### config.mk
export PLATFORM = sky130hd
export DESIGN_NAME = cw305_cmd_seq
export DESIGN_NICKNAME = d
export VERILOG_FILES = /design/src/rtl/cw305_cmd_seq.sv
export SDC_FILE = /design/constraint.sdc
export NUM_CORES = 1
export LEC_CHECK = 0
export CORE_UTILIZATION = 35
export CTS_CLUSTER_DIAMETER = 100
export CTS_CLUSTER_SIZE = 12
export DETAILED_ROUTE_END_ITERATION = 12
export PLACE_DENSITY_LB_ADDON = 0.3
export SETUP_SLACK_MARGIN = 0.3
export SLEW_MARGIN = 20
export SYNTH_ARGS = -nofsm -noshare
export SYNTH_HDL_FRONTEND = slang
export SYNTH_SLANG_ARGS = --single-unit
### constraint.sdc
create_clock -name clk -period 3.6 [get_ports clk]
set_clock_uncertainty 0.15 [all_clocks]
set_input_delay 0.36 -clock clk [delete_from_list [all_inputs] [get_ports clk]]
set_output_delay 0.36 -clock clk [all_outputs]
set_load 0.01 [all_outputs]
### src/rtl/cw305_cmd_seq.sv
// ---------------------------------------------------------------------------
// cw305_cmd_seq
//
// Command sequencer between the ChipWhisperer USB register block and a
// CPU-side AXI mailbox. A start strobe latches a 128-bit key and a 128-bit
// plaintext, streams them out as eight 32-bit words (key words 0..3 first,
// low word first, then plaintext words 0..3), then collects four 32-bit
// result words and publishes them on ct in one step together with a
// one-cycle done pulse. A watchdog aborts a stalled transfer and raises a
// sticky err flag.
//
// Ports
//   clk                     sole clock, rising edge
//   resetn                  asynchronous active-low reset
//   start                   one-cycle command strobe (honoured only when idle)
//   key, pt      [127:0]    key / plaintext, sampled on an accepted start
//   ct           [127:0]    ciphertext result register
//   busy                    command in progress
//   done                    one-cycle completion pulse
//   err                     sticky timeout flag, cleared by the next start
//   tx_valid/tx_ready/tx_data[31:0]   word stream toward the mailbox
//   rx_valid/rx_ready/rx_data[31:0]   result word stream from the mailbox
//
// Parameter
//   TIMEOUT   cycles without a handshake in SEND/RECV before abort (0 = off)
// ---------------------------------------------------------------------------
module cw305_cmd_seq #(
  parameter int unsigned TIMEOUT = 100000
) (
  input  logic         clk,
  input  logic         resetn,
  input  logic         start,
  input  logic [127:0] key,
  input  logic [127:0] pt,
  output logic [127:0] ct,
  output logic         busy,
  output logic         done,
  output logic         err,
  output logic         tx_valid,
  input  logic         tx_ready,
  output logic [31:0]  tx_data,
  input  logic         rx_valid,
  output logic         rx_ready,
  input  logic [31:0]  rx_data
);

  localparam logic [1:0] ST_IDLE = 2'd0;
  localparam logic [1:0] ST_SEND = 2'd1;
  localparam logic [1:0] ST_RECV = 2'd2;

  logic [1:0]   r_state;
  logic [255:0] r_msg;        // {pt, key}: word i of the outgoing stream is r_msg[32i +: 32]
  logic [2:0]   r_idx;        // word index, shared by SEND (0..7) and RECV (0..3)
  logic [31:0]  r_cnt;        // cycles since the last handshake
  logic [31:0]  r_shadow [3]; // result words 0..2; word 3 goes straight to ct
  logic [127:0] r_ct;
  logic         r_busy;
  logic         r_done;
  logic         r_err;
  logic         r_tx_valid;
  logic [31:0]  r_tx_data;
  logic         r_rx_ready;

  logic         w_tx_hs;
  logic         w_rx_hs;
  logic         w_timeout;
  logic [2:0]   w_next_idx;

  assign w_tx_hs    = r_tx_valid && tx_ready;
  assign w_rx_hs    = r_rx_ready && rx_valid;
  assign w_next_idx = r_idx + 3'd1;

  // Abort on the edge where the idle count would reach TIMEOUT, so err/busy
  // change exactly TIMEOUT cycles after the last handshake.
  assign w_timeout  = (TIMEOUT != 0) && ((r_cnt + 32'd1) == TIMEOUT);

  // NOTE: all state below is written with non-blocking assignments so every
  // register sees the pre-edge values of its neighbours, whatever the order
  // of statements inside the block.
  always_ff @(posedge clk or negedge resetn) begin
    if (!resetn) begin
      r_state    <= ST_IDLE;
      r_msg      <= '0;
      r_idx      <= '0;
      r_cnt      <= '0;
      // NOTE: the shadow array is only three words, so it is reset with the
      // rest of the state rather than left as uninitialised storage.
      for (int i = 0; i < 3; i++) r_shadow[i] <= '0;
      r_ct       <= '0;
      r_busy     <= 1'b0;
      r_done     <= 1'b0;
      r_err      <= 1'b0;
      r_tx_valid <= 1'b0;
      r_tx_data  <= '0;
      r_rx_ready <= 1'b0;
    end else begin
      r_done <= 1'b0;

      case (r_state)
        ST_IDLE: begin
          if (start) begin
            r_msg      <= {pt, key};
            r_err      <= 1'b0;
            r_idx      <= '0;
            r_cnt      <= '0;
            r_busy     <= 1'b1;
            r_tx_valid <= 1'b1;
            r_tx_data  <= key[31:0];
            r_state    <= ST_SEND;
          end
        end

        ST_SEND: begin
          if (w_tx_hs) begin
            r_cnt <= '0;
            if (r_idx == 3'd7) begin
              r_idx      <= '0;
              r_tx_valid <= 1'b0;
              r_tx_data  <= '0;
              r_rx_ready <= 1'b1;
              r_state    <= ST_RECV;
            end else begin
              r_idx     <= w_next_idx;
              r_tx_data <= r_msg[{w_next_idx, 5'd0} +: 32];
            end
          end else if (w_timeout) begin
            r_cnt      <= '0;
            r_idx      <= '0;
            r_busy     <= 1'b0;
            r_err      <= 1'b1;
            r_tx_valid <= 1'b0;
            r_tx_data  <= '0;
            r_state    <= ST_IDLE;
          end else begin
            r_cnt <= r_cnt + 32'd1;
          end
        end

        ST_RECV: begin
          if (w_rx_hs) begin
            r_cnt <= '0;
            if (r_idx == 3'd3) begin
              // Whole result lands on ct at once; partial words never show.
              r_ct       <= {rx_data, r_shadow[2], r_shadow[1], r_shadow[0]};
              r_done     <= 1'b1;
              r_busy     <= 1'b0;
              r_rx_ready <= 1'b0;
              r_idx      <= '0;
              r_state    <= ST_IDLE;
            end else begin
              r_shadow[r_idx[1:0]] <= rx_data;
              r_idx                <= w_next_idx;
            end
          end else if (w_timeout) begin
            r_cnt      <= '0;
            r_idx      <= '0;
            r_busy     <= 1'b0;
            r_err      <= 1'b1;
            r_rx_ready <= 1'b0;
            r_state    <= ST_IDLE;
          end else begin
            r_cnt <= r_cnt + 32'd1;
          end
        end

        default: begin
          r_state <= ST_IDLE;
        end
      endcase
    end
  end

  assign ct       = r_ct;
  assign busy     = r_busy;
  assign done     = r_done;
  assign err      = r_err;
  assign tx_valid = r_tx_valid;
  assign tx_data  = r_tx_data;
  assign rx_ready = r_rx_ready;

endmodule

# --- After elaboration in Yosys (flattened, before gate mapping) ---
# Cells that the tools add are included.
word_totals:
  reg_bits: 554
  output_inout_bits: 165
  in_bits: 293
classes:
  bitwise: 2
  shift: 1
  n_lt_le_gt_ge: 2
  reduce_logical: 17
  n_eq_ne: 14
  muxes: 49
  addsub: 2
op_table:
  columns: ["op", "count"]
  rows:
  - ["two-way mux 32 bit", 9]
  - ["variable part select 256 x 9 -> 32 bit", 1]
  - ["bitwise mux 96 bit", 1]
  - ["one-hot mux 32 bit (3 select lines)", 1]
  - ["demux 32 bit (select 2 bit)", 1]
  - ["one-hot mux 32 bit (2 select lines)", 1]
  - ["adder 32 x 1 -> 32 bit (second input constant)", 1]
  - ["== test 32 x 17 -> 1 bit (second input constant)", 1]
  - ["two-way mux 1 bit", 18]
  - ["two-way mux 3 bit", 6]
  - ["two-way mux 2 bit", 6]
  - ["!= test 3 bit (second input constant)", 4]
  - ["AND reduction 3 bit", 4]
  - ["AND reduction 4 bit", 3]
  - ["!= test 2 bit (second input constant)", 5]
  - ["one-hot mux 3 bit (3 select lines)", 1]
  - ["one-hot mux 1 bit (3 select lines)", 2]
  - ["one-hot mux 2 bit (3 select lines)", 1]
  - ["AND reduction 5 bit", 1]
  - ["one-hot mux 1 bit (2 select lines)", 2]
  - ["AND reduction 2 bit", 2]
  - ["nonzero test 2 bit", 2]
  - ["adder 3 x 1 -> 3 bit (second input constant)", 1]
  - ["== test 3 x 2 -> 1 bit (second input constant)", 1]
  - ["10 further kinds", 12]

# --- Logic depth before layout (Yosys ltp) ---
# Gate-level depths: netlist of the first run.
logic_depth:
  depth_word: 6
  depth_mapped: 12

# --- Least setup slack after synthesis of the first run ---
# No wires, ideal clock.
synth_path:
  path_kind: "reg2reg"
  from: "register r_idx[0]"
  to: "register r_tx_data[10], in the netlist tx_data[10]"
  t_arrival_ns: 3.264
  setup_ns: 0.132
  synth_period_minus_slack_ns: 3.546
  path_stages_with_launch: 13
  slack_ns: 0.054
  cell_sequence: "dfrtp_1 -> clkbuf_1 -> buf_1 -> buf_1 -> inv_1 -> ha_1 -> clkbuf_1 -> buf_1 -> mux4_2 -> mux2i_1 -> nor2_1 -> a21oi_1 -> o21ai_1"
synth_between:
  elab_chain_len: 5
  elab_cells_between_ends: 6
synth_lines:
  columns: ["item", "line_no", "source"]
  rows:
  - ["start: declaration", "53", "logic [2:0] r_idx;"]
  - ["start signal: assignment", "123", "r_idx <= w_next_idx;"]
  - ["start signal: assignment", "152", "r_idx <= w_next_idx;"]
  - ["adder 3 x 1 -> 3 bit", "71", "assign w_next_idx = r_idx + 3'd1;"]
  - ["variable part select 256 x 9 -> 32 bit", "124", "r_tx_data <= r_msg[{w_next_idx, 5'd0} +: 32];"]
  - ["two-way mux 32 bit (*)", "116", "if (r_idx == 3'd7) begin"]
  - ["two-way mux 32 bit (*)", "114", "if (w_tx_hs) begin"]
  - ["one-hot mux 32 bit (2 select lines) (*)", "99", "case (r_state)"]
  - ["end signal: assignment", "108", "r_tx_data <= key[31:0];"]
  - ["end signal: assignment", "124", null]
  - ["end: declaration", "61", "logic [31:0] r_tx_data;"]
# Every way passes the cells marked *; elsewhere a longest branch is shown, timed or not.
# A chain may end at the register's enable or synchronous reset.

# --- Worst setup path after layout of the first run ---
layout_path:
  from: "register r_cnt[5]"
  to: "register r_cnt[12]"
layout_between:
  elab_chain_len: 5
  elab_cells_between_ends: 6
layout_lines:
  columns: ["item", "line_no", "source"]
  rows:
  - ["start: declaration", "54", "logic [31:0] r_cnt;"]
  - ["start signal: assignment", "135", "r_cnt <= r_cnt + 32'd1;"]
  - ["start signal: assignment", "162", "r_cnt <= r_cnt + 32'd1;"]
  - ["adder 32 x 1 -> 32 bit (*)", "75, 135, 162", null]
  - ["== test 32 x 17 -> 1 bit", "75", "assign w_timeout = (TIMEOUT != 0) && ((r_cnt + 32'd1) == TIMEOUT);"]
  - ["two-way mux 32 bit (*)", "126, 154", null]
  - ["two-way mux 32 bit, on equally long branches", "140, 114", null]
  - ["one-hot mux 32 bit (3 select lines) (*)", "99", null]
# Marked as above.

==> results of run 1 <==
[worst register-to-register path: stages (launching register included)]
cell and delay (ps):
dfrtp_1 400, nand4_1 100, buf_4 190, or4_4 610, o31a_1 330, a211oi_2 220, o2111ai_4 220, o211ai_4 340
buf_6 180, o21ai_0 90, mux2_2 270
[state kept, by name (all words and copies together) (netlist names)]
| register | flops |
|---|---|
| r_msg | 256 |
| ct | 128 |
| r_shadow | 96 |
| r_cnt | 32 |
| tx_data | 32 |
| r_idx | 3 |
| r_state | 2 |
| busy | 1 |
| done | 1 |
| err | 1 |
| rx_ready | 1 |
| tx_valid | 1 |
[synthesized netlist by cell type, types with 7 or more instances]
library cell / n / share of area
or3_1: 7 / 0.0018
nand3_1: 20 / 0.0042
mux2i_1: 35 / 0.015
buf_2: 8 / 0.0017
inv_1: 15 / 0.0023
o21ai_0: 21 / 0.0044
mux2_2: 353 / 0.17
ha_1: 13 / 0.0068
nor2_1: 60 / 0.0094
clkbuf_1: 86 / 0.013
mux4_2: 64 / 0.060
nor3_1: 10 / 0.0021
a21oi_1: 38 / 0.0079
nand4_1: 19 / 0.0049
nand2_1: 464 / 0.072
o31ai_1: 10 / 0.0031
a22o_1: 9 / 0.0033
a2bb2oi_1: 7 / 0.0025
buf_1: 25 / 0.0039
o21ai_1: 34 / 0.0071
dfrtp_1: 554 / 0.58
nor4_1: 8 / 0.0021
[area by class of cell]
| class | count | area share |
|---|---|---|
| diodes | 5 | 0.0003963 |
| clock inverters | 6 | 0.003329 |
| repair buffers | 534 | 0.1689 |
| inverters | 16 | 0.001942 |
| clock buffers | 56 | 0.04335 |
| flip-flops and latches | 554 | 0.4395 |
| well taps | 873 | 0.03460 |
| multi-input cells | 1253 | 0.3080 |
[where the power goes]
part / switching (mW) / internal, mW / leakage (nW) / total [mW]
combinational: 2.77 / 3.56 / 6.35 / 6.32
clock: 2.35 / 2.82 / 0.724 / 5.17
sequential: 0.861 / 7.90 / 7.12 / 8.76
[cells by family (layout without fill, tap and decap cells)]
| logic type | after synthesis | count (layout) | synth area share |
|---|---|---|---|
| and+or+nand+nor | 623 | 623 | 0.1079 |
| DFF | 554 | 554 | 0.5765 |
| muxes | 452 | 452 | 0.2398 |
| AOI/OAI and AO/OA | 158 | 158 | 0.04240 |
| buffers and inverters | 143 | 612 | 0.02409 |
| adders and majority gates | 13 | 13 | 0.006764 |
| xor gates and xnor gates | 7 | 7 | 0.002549 |
| other | 0 | 5 | 0 |
[worst max-delay path by stage]
stage | start | endpoint | slack [ps] | cells after the start
after floorplan | r_cnt[0] | tx_data[10] | 380 | 12
after global placement | r_cnt[1] | tx_valid | 220 | 10
after detailed placement | r_cnt[1] | tx_valid | 70 | 10
after CTS | r_cnt[3] | tx_valid | 320 | 10
after global routing | r_cnt[1] | r_cnt[15] | 290 | 10
final | r_cnt[5] | r_cnt[12] | 380 | 10
[per-layer routing]
metal	track usage	wire [um]
met5	0	166
met4	0.04321	1095
met3	0.06488	5232
met2	0.3238	32620
met1	0.2396	27740
[timing repair]
| action | CTS | global route |
|---|---|---|
| gates cloned | 0 | 2 |
| setup endpoints to repair | 68 | 68 |
| gates resized for setup | 6 | 23 |
| pin swaps | 2 | 8 |
| hold buffers | 1 | 0 |
| endpoints found under the hold margin | 68 | 0 |
| setup buffers | 1 | 5 |
[metrics by stage]
stage / utilization / worst slack [ps]
2_1_floorplan: - / 376.0
3_3_place_gp: 0.4422 / 218.8
3_5_place_dp: 0.4422 / 72.49
4_1_cts: 0.4647 / 320.2
5_1_grt: 0.4667 / 295.0
6_report: 0.4668 / 382.1
==> summary.md, run 1 <==
| Metric | Value |
|---|---|
| Status | `finished, final reports clean` |
| R2r worst-path depth | `10` |
| Setup Crit Path Kind | `reg2reg` |
| Clock transition at the registers of the reported paths | `approximately 70 ps` |
| Min cycle time layout | `3218 ps` |
| Tot Pwr | `about 20 mW` |
| Synthesized instance count | `1950` |
| IO Pins | `458` |
| Routed Antenna Nets | `0` |
| Clk_lat worst skew | `~600 ps` |
| Final setup viols | `0` |
| Bufs on Longest Clock Path | `3` |
| Vias | `approximately 17000` |
| Max cap viols | `0` |
| Yosys warnings | `0` |
| Ys async rst share | `1.000` |
| Vias in the first global route | `17946` |
| Inst Count DP | `between 3000 and 4000` |
| Reg2Reg Setup Slack | `380 ps` |
| Reg area | `between 0.01 and 0.015 mm2` |
| Placement Cell Area | `around 0.03 mm2` |
| Fin nets | `2719` |
| Min-delay src | `pt[52]` |
| Overall routing resource usage | `0.1929` |
| Final hold vios | `0` |
| Area occupied by multi-input gates | `roughly 0.0097 mm2` |
| Worst hold-check path type | `in2reg` |
| Chip height | `264.1 um` |
| Core outline area | `about 0.068 mm2` |
| Reg2reg start | `r_cnt[5]` |
| WL final | `roughly 67000 um` |
| EDFF count, synth | `0` |
| Initial antenna violation count | `19` |
| CTS tree | `yes` |
| Crit-path cells | `nand4_1 -> buf_4 -> or4_4 -> o31a_1 -> a211oi_2 -> o2111ai_4 -> o211ai_4 -> buf_6 -> o21ai_0 -> mux2_2` |
| Period utilization | `0.8939` |
| H-tree Lvls | `2` |
| Crit path capture type | `flop` |
| Fin. max-slew vios | `0` |
| Post-route cell area | `between 0.03 and 0.04 mm2` |
| First-pass GRT wire length | `~110000 um` |
| Avg Cell Area, Syn | `around 12 um2` |
| Pwr dens | `approximately 640 mW/mm2` |
| Vias per inst | `5.088` |
| Buf+Inv Stages, Crit Path | `2` |
| Wire per inst | `just over 20 um` |
| Most used cells in the layout excluding fill and tap cells | `546 x dfrtp_1, 460 x nand2_1, 456 x clkdlybuf4s50_1, 353 x mux2_2, 64 x mux4_2` |
| TritonCTS buffer count | `54` |
| Slowest stage delay, CP | `around 600 ps` |
| Crit path DAT | `3540 ps` |
| Row cnt | `95` |
| P_leak | `around 14 nW` |
| WP data required | `~3900 ps` |
| GR Overflow Total | `0` |
| R2R Path End | `r_cnt[12]` |
| Hold slack | `roughly 220 ps` |
| Worst Path Max Fanout | `13` |
| Crit path launch type | `flop` |
| RSZ-0062 raised after global routing | `false` |
| Syn Nets | `2256` |
| Root buf cell | `clkbuf_16` |
| Peak supply drop | `just under 0.4 mV` |
| Pre-antenna DRT Iters | `5` |
| Die X | `between 200 and 300 um` |
| Hold depth | `2` |
| Remaining DRCs | `0` |
| Synth-to-layout area growth | `31.29%` |
| Post-DP HPWL | `46300 um` |
| IO Port Bufs | `between 400 and 500` |
| Non-filler instance count after layout | `3297` |
| Sequential share of the synthesized area | `0.5765` |
| Top_reg_cell synth | `dfrtp_1` |
| Slowest CP cell | `or4_4` |
| Share of cells above drive strength 1 | `0.2451` |
| Largest net degree at the start of global routing | `130` |
| Maximum clock frequency | `between 300 and 400 MHz` |
| Initial DRC count | `980` |
| Layout fillers | `6060` |
| Post-synthesis register bit count | `554` |
| Top delay family on crit path | `compound AO/OA/AOI/OAI gates` |
| Area of the die | `between 0.06 and 0.07 mm2` |
| Sink Count | `around 550` |
| Distinct cells, synth | `63` |
| GPL Wtd Cong | `~0.8` |
| Hold EP | `r_msg[180]` |
| Cell Area, Synth | `~0.024 mm2` |
| Most common cell after layout, fill and taps aside | `dfrtp_1` |
| Setup TNS | `0 ps` |
| Initial Utilization | `0.3556` |
| Worst-margin pin slew | `958.2 ps` |
| Worst relative slew slack | `0.3612` |
Power figures use the tool's default switching activity.
==> run 2, diff against run 1 <==
--- a/config.mk
+++ b/config.mk
@@ -5,6 +5,7 @@
 export SDC_FILE = /design/constraint.sdc
 export NUM_CORES = 1
 export LEC_CHECK = 0
+export ABC_AREA = 0
 export CORE_UTILIZATION = 35
 export CTS_CLUSTER_DIAMETER = 100
 export CTS_CLUSTER_SIZE = 12
==> results of run 2 <==
Final layout, timing and power as in run 1 (identical DEF).
